`src/rtl/xcore_exe_div_seq.sv`:
```
// Sequential 32-bit integer divider that borrows an external adder/comparator ALU.
//   Latency: done pulses in the cycle after the 34th edge following the accept edge
//   (2nd edge for a zero divisor). Backpressure: none; start is accepted only in IDLE,
//   and flush aborts silently.
// Ports:
//   clk_i, rst_n_i                 clock, asynchronous active-low reset
//   start_i, flush_i               request (IDLE only) / synchronous abort
//   op_signed_i, op_rem_i          signed divide / return remainder instead of quotient
//   dividend_i, divisor_i          operands, captured on the accept edge
//   busy_o, done_o                 not-IDLE flag / one-cycle completion pulse
//   result_o, div_by_zero_o        registered answer, held until the next done
//   alu_*_o, alu_out_i, alu_less_i shared-ALU control, operands and result/compare
module xcore_exe_div_seq #(
  parameter int WIDTH = 32
) (
  input  logic             clk_i,
  input  logic             rst_n_i,
  input  logic             start_i,
  input  logic             flush_i,
  input  logic             op_signed_i,
  input  logic             op_rem_i,
  input  logic [WIDTH-1:0] dividend_i,
  input  logic [WIDTH-1:0] divisor_i,
  output logic             busy_o,
  output logic             done_o,
  output logic [WIDTH-1:0] result_o,
  output logic             div_by_zero_o,
  output logic [2:0]       alu_ctrl_o,
  output logic             alu_sub_add_o,
  output logic             alu_u_s_o,
  output logic             alu_a_l_o,
  output logic             alu_l_r_o,
  output logic [WIDTH-1:0] alu_data_a_o,
  output logic [WIDTH-1:0] alu_data_b_o,
  input  logic [WIDTH-1:0] alu_out_i,
  input  logic             alu_less_i
);

  localparam int CW = $clog2(WIDTH);
  localparam logic [CW-1:0] CNT_LAST = CW'(WIDTH - 1);

  typedef enum logic [2:0] {
    S_IDLE,
    S_PREP,
    S_ITER,
    S_FIX,
    S_DONE
  } state_e;

  state_e           state_q;
  logic [CW-1:0]    cnt_q;
  logic [WIDTH-1:0] rem_q;
  // Holds the raw dividend until PREP, then its magnitude; during ITER the
  // dividend bits shift out of the top while quotient bits shift in at the bottom.
  logic [WIDTH-1:0] dvd_q;
  logic [WIDTH-1:0] dvs_q;
  logic             signed_q;
  logic             op_rem_q;
  logic             qneg_q;
  logic             rneg_q;
  logic             busy_q;
  logic             done_q;
  logic [WIDTH-1:0] result_q;
  logic             dbz_q;

  logic             dvd_neg_d;
  logic             dvs_neg_d;
  logic [WIDTH-1:0] dvd_mag_d;
  logic [WIDTH-1:0] dvs_mag_d;
  logic [WIDTH-1:0] shifted_d;
  logic             qbit_d;
  logic [WIDTH-1:0] rem_d;
  logic [WIDTH-1:0] fix_val_d;
  logic             fix_neg_d;

  always_comb begin
    dvd_neg_d = signed_q & dvd_q[WIDTH-1];
    dvs_neg_d = signed_q & dvs_q[WIDTH-1];
    dvd_mag_d = dvd_neg_d ? ({WIDTH{1'b0}} - dvd_q) : dvd_q;
    dvs_mag_d = dvs_neg_d ? ({WIDTH{1'b0}} - dvs_q) : dvs_q;

    shifted_d = {rem_q[WIDTH-2:0], dvd_q[WIDTH-1]};
    // A set rem MSB means the shifted partial remainder overflowed WIDTH bits,
    // so it is certainly >= divisor even though the compare says otherwise.
    qbit_d    = rem_q[WIDTH-1] | ~alu_less_i;
    rem_d     = qbit_d ? alu_out_i : shifted_d;

    fix_val_d = op_rem_q ? rem_q : dvd_q;
    fix_neg_d = op_rem_q ? rneg_q : qneg_q;
  end

  // ALU operands depend only on registered state, so they are glitch-free and
  // collapse to zero in IDLE, PREP, DONE and under reset.
  always_comb begin
    alu_ctrl_o    = 3'b000;
    alu_a_l_o     = 1'b0;
    alu_l_r_o     = 1'b0;
    alu_sub_add_o = 1'b0;
    alu_u_s_o     = 1'b0;
    alu_data_a_o  = '0;
    alu_data_b_o  = '0;
    case (state_q)
      S_ITER: begin
        alu_data_a_o  = shifted_d;
        alu_data_b_o  = dvs_q;
        alu_sub_add_o = 1'b1;
        alu_u_s_o     = 1'b1;
      end
      S_FIX: begin
        // 0 - x applies the sign, 0 + x passes the magnitude through.
        alu_data_a_o  = '0;
        alu_data_b_o  = fix_val_d;
        alu_sub_add_o = fix_neg_d;
      end
      default: ;
    endcase
  end

  always_ff @(posedge clk_i or negedge rst_n_i) begin
    if (!rst_n_i) begin
      state_q  <= S_IDLE;
      cnt_q    <= '0;
      rem_q    <= '0;
      dvd_q    <= '0;
      dvs_q    <= '0;
      signed_q <= 1'b0;
      op_rem_q <= 1'b0;
      qneg_q   <= 1'b0;
      rneg_q   <= 1'b0;
      busy_q   <= 1'b0;
      done_q   <= 1'b0;
      result_q <= '0;
      dbz_q    <= 1'b0;
    end else if (flush_i) begin
      state_q <= S_IDLE;
      cnt_q   <= '0;
      busy_q  <= 1'b0;
      done_q  <= 1'b0;
    end else begin
      case (state_q)
        S_IDLE: begin
          if (start_i) begin
            dvd_q    <= dividend_i;
            dvs_q    <= divisor_i;
            signed_q <= op_signed_i;
            op_rem_q <= op_rem_i;
            busy_q   <= 1'b1;
            state_q  <= S_PREP;
          end
        end
        S_PREP: begin
          if (dvs_q == '0) begin
            result_q <= op_rem_q ? dvd_q : {WIDTH{1'b1}};
            dbz_q    <= 1'b1;
            state_q  <= S_DONE;
          end else begin
            dvd_q   <= dvd_mag_d;
            dvs_q   <= dvs_mag_d;
            qneg_q  <= dvd_neg_d ^ dvs_neg_d;
            rneg_q  <= dvd_neg_d;
            rem_q   <= '0;
            cnt_q   <= '0;
            state_q <= S_ITER;
          end
        end
        S_ITER: begin
          rem_q <= rem_d;
          dvd_q <= {dvd_q[WIDTH-2:0], qbit_d};
          cnt_q <= cnt_q + CW'(1);
          if (cnt_q == CNT_LAST) begin
            state_q <= S_FIX;
          end
        end
        S_FIX: begin
          result_q <= alu_out_i;
          dbz_q    <= 1'b0;
          done_q   <= 1'b1;
          state_q  <= S_DONE;
        end
        S_DONE: begin
          // The zero-divisor path arrives with done still low and spends one
          // extra DONE cycle raising it, so it answers two edges after start.
          if (!done_q) begin
            done_q <= 1'b1;
          end else begin
            done_q  <= 1'b0;
            busy_q  <= 1'b0;
            state_q <= S_IDLE;
          end
        end
        default: begin
          state_q <= S_IDLE;
          busy_q  <= 1'b0;
          done_q  <= 1'b0;
        end
      endcase
    end
  end

  assign busy_o        = busy_q;
  assign done_o        = done_q;
  assign result_o      = result_q;
  assign div_by_zero_o = dbz_q;

endmodule
```
`config.mk`:
```
export PLATFORM = sky130hd
export DESIGN_NAME = xcore_exe_div_seq
export DESIGN_NICKNAME = d
export VERILOG_FILES = /design/src/rtl/xcore_exe_div_seq.sv
export SDC_FILE = /design/constraint.sdc
export NUM_CORES = 1
export LEC_CHECK = 0
export CAP_MARGIN = 20
export CORE_MARGIN = 10
export CORE_UTILIZATION = 25
export CTS_CLUSTER_DIAMETER = 120
export DETAILED_ROUTE_END_ITERATION = 16
export GPL_ROUTABILITY_DRIVEN = 0
export PLACE_DENSITY = 0.48
export SKIP_LAST_GASP = 1
export SLEW_MARGIN = 15
export SYNTH_ARGS = -nofsm -noshare
export SYNTH_HDL_FRONTEND = slang
export SYNTH_SLANG_ARGS = --single-unit
```
`constraint.sdc`:
```
create_clock -name clk_i -period 3.62 [get_ports clk_i]
set_input_delay 0.362 -clock clk_i [delete_from_list [all_inputs] [get_ports clk_i]]
set_output_delay 0.362 -clock clk_i [all_outputs]
set_load 0.05 [all_outputs]
```
==> flow_summary.yaml <==
setup_path:
  cp_slowest_cell: "dfrtp_1"
  worstPathRequired_ps: 3260
  path_buf_inv: 1
  criticalPathCategory: "reg -> out"
  max_stage_delay_ps: 690
  crit_chain: "nor2b_1, nand2_2, o21ai_0, buf_12"
  setup.worst_path.start_class: "flip-flop"
  end_kind: "output pin"
  path_delay_family: "simple AND/OR/NAND/NOR gates"
  crit_arrival_ps: 2680
  path_max_fanout: 42
clock_tree:
  clk_pin_slew_ps: 70
  post_cts_buffers: 0
  cts_root_buffer: "clkbuf_16"
  clock_sink_count: 143
  cts.hold.buffers_added: 0
  cts_resized: 0
  clock_latency_ps: 430
  cts_buffers: 17
  cts_buffer_depth: 2
  cts_max_level: 4
  cts_tree: "done"
grt:
  grt_max_degree: 81
  grt_overflow: 0
  grt_pass1_vias: 9202
  grt_antenna_before_repair: 3
  grt_pass1_wl_um: 60300
  gr-usage-all-layers_pct: 17.5
power:
  p_sw_share_pct: 44.9
  p_clk_share_pct: 22.6
  p_int_uw: 4370
  power.density_mw_per_mm2: 608
  p_comb_share_pct: 42.3
  p_leak_uw: 0.00515
  seqPwrFrac_pct: 35.2
  p_total_uw: 7930
  switching_power_uw: 3560
  ir_drop_mv: 0.353
drt:
  drc_errors: 0
  drt_first_pass_iters: 5
  antenna_left: 0
  num_vias: 9206
  wl_per_cell_um: 23.7
  drtIter0Drc: 697
  totalWireLength_um: 40500
  vias_per_cell: 5.37
placement:
  dpl_cell_area_mm2: 0.0125
  io_buffers: 203
  place_hpwl_um: 30700
floorplanning:
  top_level_ports: 209
  initial_core_util_pct: 25.5
  dieArea_mm2: 0.0457
  die_w_um: 214
  die_y_um: 214
  core_area_mm2: 0.0368
  row_count: 70
timing:
  period_share_pct: 84.0
  worstMarginPinSlew_ps: 920
  relSlewSlack_pct: 37.8
  whs_ps: -29.2
  rsz0062_at_grt: "false"
  slew_violations: 0
  period_needed_ps: 3040
  fmax_mhz: 329
  setup_viol: 0
  skew_ps: 16.4
  hold_violations: 19
  setup_tns_ps: 0
synth:
  synthesis.area_mm2: 0.00938
  async_flop_share_pct: 100
  syn_inst: 1071
  syn_avg_cell_area_um2: 8.75
  synth_cell_types: 80
  ys.warnings.count: 0
  ys_ff_latch: 143
  synth_edf_count: 0
  ys.flop_type: "dfrtp_1"
  seq_area_frac_synth_pct: 38.2
finish:
  mostFrequentLayoutCells: "dfrtp_1 (142), clkdlybuf4s50_1 (138), nand2_1 (81)"
  drive_gt1_share_pct: 15.1
  syn_to_final_growth_pct: 39.2
  mostFrequentLayoutCell: "dfrtp_1"
  post-route-cell-area_mm2: 0.0131
  nets: 1336
  utilization_pct: 35.5
run:
  max_cap_violations: 0
status:
  violations: "negative hold slack"
  status: "complete, but fails checks"
min_path:
  hold_path_class: "in -> async"
==> through the flow <==
step                      std cells  worst slack (ps)
after global routing           1712               349
final                          1713               580
after CTS                      1709               556
after floorplan                1075               667
after global placement         1677               910
after detailed placement       1677               932
==> power by group through the flow <==
| stage | registers (uW) | logic [uW] | clock network (uW) |
|---|---|---|---|
| 2_1_floorplan | 3070 | 1640 | 0 |
| 3_3_place_gp | 2810 | 3370 | 0 |
| 3_5_place_dp | 2810 | 3390 | 0 |
| 4_1_cts | 2780 | 3400 | 1820 |
| 5_1_grt | 2880 | 3580 | 1900 |
| 6_report | 2790 | 3350 | 1790 |
==> registers in the layout, indices dropped and copies added, names as in the netlist, 3 cells and up <==
| name | count |
|---|---|
| state_q | 3 |
| cnt_q | 5 |
| dvd_q | 32 |
| dvs_q | 32 |
| result_o | 32 |
| rem_q | 32 |
==> cell type report <==
class / count / area (um^2)
antenna: 3 / 7.51
multi-input combinational: 789 / 5250
inverter: 45 / 169
clock buffer: 18 / 429
fill: 3755 / 23700
timing repair buffer: 233 / 2890
clock inverter: 14 / 144
tap: 468 / 586
sequential: 143 / 3580
==> worst register-to-register path: stages (launching register included) <==
cell and delay [ps]:
dfrtp_1 690, or3b_2 540, buf_4 270, or4_4 630, o311ai_1 260, o22a_1 190
==> final timing paths <==
| kind | startpoint | to | slack, ps | cells after the start |
|---|---|---|---|---|
| max | state_q[0] | alu_data_b_o[11] | 580 | 4 |
| max in group asynchronous | rst_n_i | dvs_q[11] | 2700 | 2 |
| min in group clk_i | result_o[5] | result_o[5] | 500 | 1 |
| min | rst_n_i | state_q[1] | -30 | 1 |
| min reg2reg | result_o[5] | result_o[5] | 500 | 1 |
| max reg2reg | state_q[0] | dvd_q[25] | 970 | 5 |
==> cells in the mapped netlist, types with 7 or more instances <==
cell	count	area, um^2
dfrtp_1	143	3580
nand2_1	82	308
nor2_1	77	289
mux2i_1	66	661
o21ai_0	65	325
clkbuf_1	61	229
a21oi_1	50	250
a31oi_1	46	288
inv_1	43	161
mux2_2	34	383
o2bb2ai_1	34	298
and2_1	32	200
nor3_1	28	140
o22ai_1	28	175
nand3_1	26	130
nor4_1	26	163
buf_2	20	100
a22oi_1	19	143
o31ai_1	15	113
a2bb2oi_1	14	123
or3_1	11	68.8
buf_1	9	33.8
nand4_1	9	56.3
a211oi_1	7	52.6
a22o_1	7	61.3
==> layer usage <==
metal  global-route usage (%)  share of wire [%]  up-vias
met5                        0                  0        -
met4                     7.24                3.4        0
met3                     3.30                5.4       54
met2                     29.3                 49      322
met1                     21.8                 42     4494
li1                         -                  -     4336
==> cell families after synthesis <==
kind of cell	count (synthesis)	synth area share (%)
buffers and inverters	143	6.39
AO/OA/AOI/OAI	341	24.7
other	1	0.0400
multiplexers	101	11.2
flip-flops	143	38.2
AND/OR/NAND/NOR	337	18.9
adder cells (fa/ha/maj)	4	0.534
XOR/XNOR	1	0.0934
(Power assumes the default switching activity.)
